==> src/rtl/ryuki_datatypes_pkg.sv <==
// Shared trace datatypes: record payload, FIFO entry and arbiter state.
// Optional feature macro used by trace_commit_arbiter: TRACE_DROP_COUNT_EN.
package ryuki_datatypes;

  // Widest sequence tag a FIFO entry can carry; SEQ_WIDTH of the arbiter must not exceed it.
  localparam int unsigned TRACE_SEQ_W_MAX = 16;

  typedef struct packed {
    logic [31:0] pc;
    logic [31:0] insn;
    logic [7:0]  info;
  } trace_output;

  typedef struct packed {
    trace_output                 data;
    logic                        src;
    logic [TRACE_SEQ_W_MAX-1:0]  seq;
  } trace_fifo_entry_t;

  typedef enum logic {
    LAST_SRC0 = 1'b0,
    LAST_SRC1 = 1'b1
  } arb_state_t;

endpackage

==> src/rtl/trace_commit_arbiter_fifo.sv <==
// trace_fifo: synchronous circular record buffer with combinational head read.
module trace_fifo
  import ryuki_datatypes::*;
#(
  parameter int unsigned FIFO_DEPTH = 8
) (
  input  logic                           clk,
  input  logic                           rst_n,
  input  logic                           push,
  input  trace_fifo_entry_t              push_entry,
  input  logic                           pop,
  output trace_fifo_entry_t              head,
  output logic [$clog2(FIFO_DEPTH):0]    count
);

  localparam int unsigned PTR_W = $clog2(FIFO_DEPTH);
  localparam int unsigned CNT_W = PTR_W + 1;

  trace_fifo_entry_t mem [FIFO_DEPTH];
  logic [PTR_W-1:0]  wr_ptr;
  logic [PTR_W-1:0]  rd_ptr;

  // Storage array; contents are only meaningful below count, so no reset.
  always_ff @(posedge clk) begin
    if (push) begin
      mem[wr_ptr] <= push_entry;
    end
  end

  // Pointers and occupancy; power-of-two depth makes pointer wrap free.
  always_ff @(posedge clk or negedge rst_n) begin
    if (!rst_n) begin
      wr_ptr <= '0;
      rd_ptr <= '0;
      count  <= '0;
    end else begin
      if (push) begin
        wr_ptr <= wr_ptr + PTR_W'(1);
      end
      if (pop) begin
        rd_ptr <= rd_ptr + PTR_W'(1);
      end
      case ({push, pop})
        2'b10:   count <= count + CNT_W'(1);
        2'b01:   count <= count - CNT_W'(1);
        default: count <= count;
      endcase
    end
  end

  assign head = mem[rd_ptr];

endmodule

==> src/rtl/trace_commit_arbiter.sv <==
// trace_commit_arbiter: round-robin merge of two unhandshaked trace sources
// into one sequenced record FIFO drained over valid/ready.
// Optional feature: define TRACE_DROP_COUNT_EN for a saturating drop counter.
module trace_commit_arbiter
  import ryuki_datatypes::*;
#(
  parameter int unsigned FIFO_DEPTH = 8,
  parameter int unsigned SEQ_WIDTH  = 16
) (
  input  logic                 clk,
  input  logic                 rst_n,
  input  logic                 trace_en,
  input  logic                 src0_valid,
  input  trace_output          src0_data,
  input  logic                 src1_valid,
  input  trace_output          src1_data,
  output logic                 out_valid,
  input  logic                 out_ready,
  output trace_output          out_data,
  output logic                 out_src,
  output logic [SEQ_WIDTH-1:0] out_seq,
  output logic                 overflow,
  output logic [15:0]          drop_count
);

  localparam int unsigned CNT_W = $clog2(FIFO_DEPTH) + 1;

  arb_state_t        rr_last;
  arb_state_t        rr_next_c;
  logic [1:0]        grant_c;
  logic [1:0]        slot_full;
  trace_output       slot_data [2];
  trace_output       src_data_c [2];
  logic [1:0]        cap_c;
  logic [1:0]        load_c;
  logic [1:0]        drop_c;
  logic              pop_c;
  logic              push_c;
  logic              accept_c;
  logic [SEQ_WIDTH-1:0] seq;
  trace_fifo_entry_t push_entry_c;
  trace_fifo_entry_t head_c;
  logic [CNT_W-1:0]  count_c;

  assign src_data_c[0] = src0_data;
  assign src_data_c[1] = src1_data;

  // Capture qualification: load into an empty slot or one being granted away, else drop.
  assign cap_c  = {src1_valid & trace_en, src0_valid & trace_en};
  assign load_c = cap_c & (~slot_full | grant_c);
  assign drop_c = cap_c & slot_full & ~grant_c;

  // FIFO handshake: a full FIFO still accepts when its head leaves this cycle.
  assign pop_c    = out_valid & out_ready;
  assign accept_c = (count_c < CNT_W'(FIFO_DEPTH)) | pop_c;
  assign push_c   = |grant_c;

  // Round-robin state register.
  always_ff @(posedge clk or negedge rst_n) begin
    if (!rst_n) begin
      rr_last <= LAST_SRC1;
    end else begin
      rr_last <= rr_next_c;
    end
  end

  // Grant selection and next round-robin state; rr_last moves only on a grant.
  always_comb begin
    rr_next_c = rr_last;
    grant_c   = 2'b00;
    if (accept_c) begin
      case (slot_full)
        2'b11:   grant_c = (rr_last == LAST_SRC0) ? 2'b10 : 2'b01;
        2'b01:   grant_c = 2'b01;
        2'b10:   grant_c = 2'b10;
        default: grant_c = 2'b00;
      endcase
    end
    if (grant_c[0]) begin
      rr_next_c = LAST_SRC0;
    end else if (grant_c[1]) begin
      rr_next_c = LAST_SRC1;
    end
  end

  // Entry built from the granted slot and the current sequence tag.
  always_comb begin
    push_entry_c      = '0;
    push_entry_c.data = grant_c[1] ? slot_data[1] : slot_data[0];
    push_entry_c.src  = grant_c[1];
    push_entry_c.seq  = TRACE_SEQ_W_MAX'(seq);
  end

  // Per-source holding slots.
  always_ff @(posedge clk or negedge rst_n) begin
    if (!rst_n) begin
      slot_full    <= 2'b00;
      slot_data[0] <= '0;
      slot_data[1] <= '0;
    end else begin
      for (int i = 0; i < 2; i++) begin
        if (load_c[i]) begin
          slot_data[i] <= src_data_c[i];
          slot_full[i] <= 1'b1;
        end else if (grant_c[i]) begin
          slot_full[i] <= 1'b0;
        end
      end
    end
  end

  // Sequence tag, advanced once per enqueue and wrapping naturally.
  always_ff @(posedge clk or negedge rst_n) begin
    if (!rst_n) begin
      seq <= '0;
    end else if (push_c) begin
      seq <= seq + SEQ_WIDTH'(1);
    end
  end

  // Sticky overflow flag.
  always_ff @(posedge clk or negedge rst_n) begin
    if (!rst_n) begin
      overflow <= 1'b0;
    end else if (|drop_c) begin
      overflow <= 1'b1;
    end
  end

`ifdef TRACE_DROP_COUNT_EN
  logic [16:0] drop_sum_c;

  assign drop_sum_c = 17'(drop_count) + 17'(drop_c[0]) + 17'(drop_c[1]);

  // Saturating dropped-record counter.
  always_ff @(posedge clk or negedge rst_n) begin
    if (!rst_n) begin
      drop_count <= '0;
    end else if (drop_sum_c[16]) begin
      drop_count <= 16'hFFFF;
    end else begin
      drop_count <= drop_sum_c[15:0];
    end
  end
`else
  assign drop_count = '0;
`endif

  trace_fifo #(
    .FIFO_DEPTH (FIFO_DEPTH)
  ) u_fifo (
    .clk        (clk),
    .rst_n      (rst_n),
    .push       (push_c),
    .push_entry (push_entry_c),
    .pop        (pop_c),
    .head       (head_c),
    .count      (count_c)
  );

  // Head presentation; fields read as zero while the FIFO is empty.
  assign out_valid = (count_c != '0);
  assign out_data  = out_valid ? head_c.data : '0;
  assign out_src   = out_valid ? head_c.src  : 1'b0;
  assign out_seq   = out_valid ? head_c.seq[SEQ_WIDTH-1:0] : '0;

endmodule

==> config.mk <==
export PLATFORM = sky130hd
export DESIGN_NAME = trace_commit_arbiter
export DESIGN_NICKNAME = d
export VERILOG_FILES = /design/src/rtl/ryuki_datatypes_pkg.sv /design/src/rtl/trace_commit_arbiter_fifo.sv /design/src/rtl/trace_commit_arbiter.sv
export SDC_FILE = /design/constraint.sdc
export NUM_CORES = 1
export LEC_CHECK = 0
export ABC_AREA = 1
export CORE_AREA = 2 2 340 275
export CTS_BUF_LIST = sky130_fd_sc_hd__clkbuf_4
export DETAILED_ROUTE_END_ITERATION = 8
export DIE_AREA = 0 0 342 277
export PLACE_DENSITY_LB_ADDON = 0.2
export SYNTH_ARGS = -nofsm -noshare
export SYNTH_HDL_FRONTEND = slang
export SYNTH_SLANG_ARGS = --single-unit
==> constraint.sdc <==
create_clock -name clk -period 6.7 [get_ports clk]
set_input_delay 0.67 -clock clk [delete_from_list [all_inputs] [get_ports clk]]
set_output_delay 0.67 -clock clk [all_outputs]
set_load 0.02 [all_outputs]
==> flow_metrics.py, run 1 <==
metrics = {
    "placement": {
        "dpl.hpwl_um": 53600,
        "port_buffers": 240,
        "routabilityCongestion": 0.770,
        "place_ws_ps": 2440,
        "placed_area_um2": 39500,
    },
    "timing": {
        "slew-limit-headroom_pct": 22.8,
        "tightest_slew_ps": 1160,
        "skew_ps": 82.1,
        "rsz0062_at_grt": "false",
        "timing.final.ws_setup_ps": 1340,
        "min_period_over_period_pct": 79.9,
        "finalHoldViolations": 0,
        "final.min_clock_period_ps": 5360,
        "report.final.slew_viol_count": 0,
        "setup_tns_ps": 0,
        "max_freq_ghz": 0.187,
        "setup_viol": 0,
    },
    "layout": {
        "syn_to_final_growth_pct": 17.5,
        "fin_area_um2": 42500,
        "layout_common_cells": "712 x edfxtp_1, 669 x nand2_1, 644 x nor2_1",
        "utilization_pct": 46.3,
        "layout_commonest_cell": "edfxtp_1",
        "drive_above_1_share_pct": 11.9,
        "layout.nets": 3658,
    },
    "logic_synthesis": {
        "synth-seq-area-share_pct": 71.1,
        "yosysUniqueCellTypes": 32,
        "syn-instance-count": 3211,
        "syn_area_um2": 36200,
        "syn_avg_cell_area_um2": 11.3,
        "synth-seq-cells": 886,
        "yosysWarnings": 0,
    },
    "critical_path": {
        "cp.arrival_ps": 4690,
        "rrSetupSlack_ps": 2460,
        "worstReg2RegEnd": "u_fifo.mem[4][39]",
        "cp_max_fo": 172,
        "critical_path_class": "reg -> out",
        "start_kind": "flip-flop",
        "critPathCaptureType": "output pin",
        "reg2reg_from": "u_fifo.count[0]",
        "r2r_cells": 9,
        "cp.required_ps": 6030,
    },
    "global_routing": {
        "grt-ovfl-total": 0,
        "grt_pass1_vias": 24753,
        "grt_pass1_wl_um": 152000,
        "track_usage_pct": 21.2,
        "antenna_found_initial": 4,
        "grt_max_degree": 198,
    },
    "power": {
        "power.switching_uw": 9610,
        "p_comb_share_pct": 39.8,
        "pwr-share-clk_pct": 20.0,
        "power_frac_seq_pct": 40.2,
        "peakVddDrop_mv": 0.431,
        "power_switching_share_pct": 40.9,
        "total_power_uw": 23500,
        "power_leakage_uw": 0.0163,
        "power.density_nw_per_um2": 553,
        "p_int_uw": 13900,
    },
    "floorplan": {
        "rows": 100,
        "die_w_um": 342,
        "io_pins": 257,
        "fp.dieArea_um2": 94700,
        "core_area_um2": 91800,
        "start_util_pct": 39.4,
        "die_h_um": 277,
    },
    "routing": {
        "via_per_inst": 5.09,
        "routed_wl_um": 101000,
        "drc": 0,
        "wl_per_cell_um": 20.5,
        "drtIter0Drc": 2098,
        "dr.pass1.iters": 6,
        "vias": 25071,
        "ant_nets": 0,
    },
    "min_path": {
        "hold_depth": 3,
        "worstHoldStart": "src1_data[66]",
        "whs_endpoint": "slot_data[66]",
        "hp-class": "in -> reg",
    },
    "status": {
        "status": "complete, no violations",
    },
    "cts": {
        "clock_path_buffers": 3,
        "clock_sinks": 886,
        "numCtsBuffers": 222,
        "cts_tree": "yes",
        "root_buffer": "clkbuf_4",
        "insertion_delay_ps": 1100,
        "cts-resized-gates": 0,
        "clkSlewWorstSetupHoldPaths_ps": 70,
        "htreeDepth": 4,
    },
    "run": {
        "cap_violations": 0,
    },
}
==> power by group through the flow <==
stage	combinational [uW]	sequential [uW]	clock, uW
floorplan	5830	9270	0
global placement	9450	9510	0
detailed placement	9510	9540	0
CTS	9530	9430	4830
global route	10300	9610	5110
finish	9360	9440	4700
==> area by class of cell <==
type | instances | area [um^2]
Fill cell | 8654 | 49300
Sequential cell | 886 | 25700
Inverter | 28 | 116
Timing Repair Buffer | 278 | 2810
Clock buffer | 350 | 2630
Clock inverter | 68 | 379
Tap cell | 1224 | 1530
Multi-Input combinational cell | 2086 | 9320
Antenna cell | 2 | 5.00
==> stage by stage <==
step / hold slack, ps / std cells
floorplan: 374 / 3226
global placement: 454 / 4501
detailed placement: 459 / 4501
CTS: 5.85 / 4920
global route: 84.9 / 4922
finish: 138 / 4922
==> worst max-delay path, cell delays in order (launching register included) <==
cell	delay [ps]
dfrtp_4	700
inv_8	760
buf_4	510
o21ai_0	130
o22ai_1	170
nor2_1	60
nor2_1	340
clkdlybuf4s50_1	710
==> logic make-up (layout without fill, tap and decap cells) <==
family / after synthesis / count (layout) / share of synthesized area [%]
other cells: 1 / 18 / 0.0104
simple gates: 1494 / 1494 / 16.2
flops: 886 / 886 / 71.1
xor+xnor: 14 / 14 / 0.339
buf+inv: 254 / 724 / 3.56
fa+ha+maj: 6 / 6 / 0.207
compound gates: 556 / 556 / 8.63
==> synthesized netlist by cell type, drive strengths merged <==
master / n / share of area (%)
xor2: 8 / 0.19
a21boi: 1 / 0.021
nor3: 2 / 0.028
nand4: 3 / 0.052
o211ai: 89 / 1.8
o21ai: 375 / 5.2
nand3b: 1 / 0.021
ha: 6 / 0.21
dfstp: 1 / 0.073
conb: 1 / 0.010
xnor2: 6 / 0.15
dfrtp: 173 / 12
or2: 1 / 0.017
nand2: 677 / 7.1
nand3: 157 / 2.2
o22ai: 89 / 1.5
a31oi: 1 / 0.017
nor2: 653 / 6.8
a21oi: 1 / 0.014
edfxtp: 712 / 59
inv: 28 / 0.29
buf: 121 / 2.2
clkbuf: 105 / 1.1
==> registers in the layout, indices dropped and copies added, names as in the netlist, 2 cells and up <==
register	count
u_fifo.mem	712
slot_data	144
seq	16
u_fifo.count	4
u_fifo.rd_ptr	3
u_fifo.wr_ptr	3
slot_full	2
==> worst max-delay path by stage <==
stage,slack [ps],cells after the start,startpoint,to
floorplan,1320,6,out_ready,u_fifo.mem[0][0]
global placement,2440,7,u_fifo.rd_ptr[0],out_seq[5]
detailed placement,2440,7,u_fifo.rd_ptr[1],out_data[62]
CTS,1190,7,u_fifo.rd_ptr[0],out_seq[5]
global route,1110,7,u_fifo.rd_ptr[0],out_data[26]
finish,1340,7,u_fifo.rd_ptr[0],out_seq[5]
==> repair_timing <==
action / CTS / global route
buffers inserted: 0 / 0
endpoints found under the hold margin: 86 / 0
setup endpoints to repair: 0 / 0
hold buffers: 1 / 0
==> layer usage <==
metal	global-route usage (%)	wire length (um)	share of wire [%]
met1	30.1	46300	46
met2	32.7	46100	46
met3	3.79	6270	6.2
met4	7.61	2010	2.0
met5	0	0	0
Note: power is estimated with default switching activity, not from simulation.
==> run 2, diff against run 1 <==
==> constraint.sdc (replaced) <==
create_clock -name clk -period 5.3 [get_ports clk]
set_input_delay 0.53 -clock clk [delete_from_list [all_inputs] [get_ports clk]]
set_output_delay 0.53 -clock clk [all_outputs]
set_load 0.02 [all_outputs]
==> run 2 against run 1 <==
Net effect: sequential share of layout area decreased by 2.0 points; first-iteration DRC count grew 1.2%; register-to-register slack got worse by 870 ps; critical path type unchanged; non-clock buffer count rose by 148; design area up 3.4%; highest routed layer is now met5; combinational power rose by 28%; total power up 26%; count of clock-buffer cells in the layout rose by 7.
==> flow_metrics.py, run 2 (same netlist as run 1, synthesis figures left out) <==
metrics = {
    "cts": {
        "cts_setup_buffers": 0,
        "clock_path_buffers": 3,
        "clock_sinks": 886,
        "cts-resized-gates": 0,
        "clkSlewWorstSetupHoldPaths_ps": 70,
        "numCtsBuffers": 218,
        "htreeDepth": 4,
        "cts_tree": "yes",
        "insertion_delay_ps": 1060,
        "root_buffer": "clkbuf_4",
    },
    "placement": {
        "place_inst": 4509,
        "port_buffers": 240,
        "place_ws_ps": 1630,
        "routabilityCongestion": 0.729,
        "dpl.hpwl_um": 53100,
    },
    "global_routing": {
        "track_usage_pct": 21.3,
        "grt-ovfl-total": 0,
        "grt_max_degree": 198,
        "grt_pass1_wl_um": 152000,
        "antenna_found_initial": 6,
        "grt_pass1_vias": 25245,
    },
    "critical_path": {
        "crit_slowest_cell": "dfrtp_4",
        "cp.required_ps": 4770,
        "path_buf_inv": 2,
        "cp.arrival_ps": 4090,
        "critPathCaptureType": "output pin",
        "path_delay_family": "buffers and inverters",
        "worstPathCellList": "buf_12 > o21ai_0 > o22ai_1 > nor2_1 > nor2_1 > clkdlybuf4s50_1",
        "cpPeakStageDelay_ps": 770,
        "crit_path_frequent_cell": "nor2_1",
        "critical_path_class": "reg -> out",
        "start_kind": "flip-flop",
        "cp_max_fo": 158,
    },
    "floorplan": {
        "start_util_pct": 39.4,
        "io_pins": 257,
        "die_w_um": 342,
        "die_h_um": 277,
        "fp.dieArea_um2": 94700,
        "core_area_um2": 91800,
        "rows": 100,
    },
    "routing": {
        "routed_wl_um": 101000,
        "drtIter0Drc": 2123,
        "wl_per_cell_um": 20.1,
        "ant_nets": 0,
        "vias": 25608,
        "drc": 0,
        "dr.pass1.iters": 5,
        "via_per_inst": 5.08,
    },
    "power": {
        "power.switching_uw": 12000,
        "power_leakage_uw": 0.0169,
        "power_frac_seq_pct": 39.8,
        "p_comb_share_pct": 40.5,
        "power.density_nw_per_um2": 675,
        "pwr-share-clk_pct": 19.7,
        "p_int_uw": 17700,
        "peakVddDrop_mv": 0.491,
        "power_switching_share_pct": 40.4,
    },
    "timing": {
        "finalHoldViolations": 0,
        "final.min_clock_period_ps": 4620,
        "report.final.slew_viol_count": 0,
        "timing.final.ws_setup_ps": 683,
        "max_freq_ghz": 0.217,
        "tightest_slew_ps": 1170,
        "min_period_over_period_pct": 87.1,
        "slew-limit-headroom_pct": 21.8,
        "rsz0062_at_grt": "false",
        "skew_ps": 80.2,
        "setup_viol": 0,
    },
    "layout": {
        "layout_common_cells": "712 x edfxtp_1, 669 x nand2_1, 644 x nor2_1",
        "drive_above_1_share_pct": 11.8,
        "layout_commonest_cell": "edfxtp_1",
        "largest_reg_flops": 712,
        "stdcell_count": 5044,
        "syn_to_final_growth_pct": 21.5,
        "layout.nets": 3802,
        "regMostFlops": "u_fifo.mem",
        "reg.largest.list": "u_fifo.mem x712, slot_data x144, seq x16",
    },
    "run": {
        "cap_violations": 0,
    },
    "status": {
        "status": "complete, no violations",
    },
    "min_path": {
        "hp-class": "in -> reg",
    },
}
[run 2: power by group through the flow]
stage	clock, uW	sequential, uW	combinational [uW]
2_1_floorplan	0	11700	7380
3_3_place_gp	0	11900	12000
3_5_place_dp	0	11900	12100
4_1_cts	6040	11800	12200
5_1_grt	6400	12000	13200
6_report	5860	11800	12000
[run 2: final timing paths]
path | start | to | slack, ps | depth (start not counted)
max | u_fifo.rd_ptr[1] | out_data[22] | 680 | 6
min | src0_data[6] | slot_data[78] | 140 | 3
max reg2reg | u_fifo.count[0] | u_fifo.mem[3][41] | 1590 | 9
min reg2reg | slot_data[104] | slot_data[104] | 470 | 2
max in group asynchronous | rst_n | slot_data[0] | 3280 | 4
min in group asynchronous | rst_n | seq[1] | 640 | 3
[run 2: stage by stage]
stage	hold slack, ps	cell area, um^2	TNS [ps]	utilization [%]	total power [uW]
after global routing	63.4	44000	0	47.9	31700
final	144	44000	0	47.9	29700
after global placement	453	39700	0	43.2	23900
after CTS	7.79	44000	0	47.9	30000
after floorplan	234	36300	-25010	-	19100
after detailed placement	458	39700	0	43.2	24000
[run 2: area by class of cell]
class / instances / area (um^2)
sequential: 886 / 25700
multi-input combinational: 2086 / 9320
clock inverter: 35 / 225
inverter: 28 / 118
timing repair buffer: 426 / 4370
clock buffer: 357 / 2680
antenna: 2 / 5.00
tap: 1224 / 1530
fill: 8449 / 47800
[run 2: worst min-delay path, cell delays in order]
cell and delay [ps]:
clkdlybuf4s50_1 400, nand3_1 140, nand2_1 70
[run 2: repair_timing]
item / in CTS / in global routing
hold buffers: 141 / 0
setup endpoints to repair: 0 / 0
hold endpoints to repair: 217 / 0
[run 2: per-layer routing]
layer / global-route usage (%) / wire length (um) / up-vias
li1: - / - / 12148
met1: 30.4 / 47200 / 12516
met2: 32.1 / 45500 / 796
met3: 4.72 / 6350 / 142
met4: 7.39 / 2270 / 6
met5: 0 / 40 / -
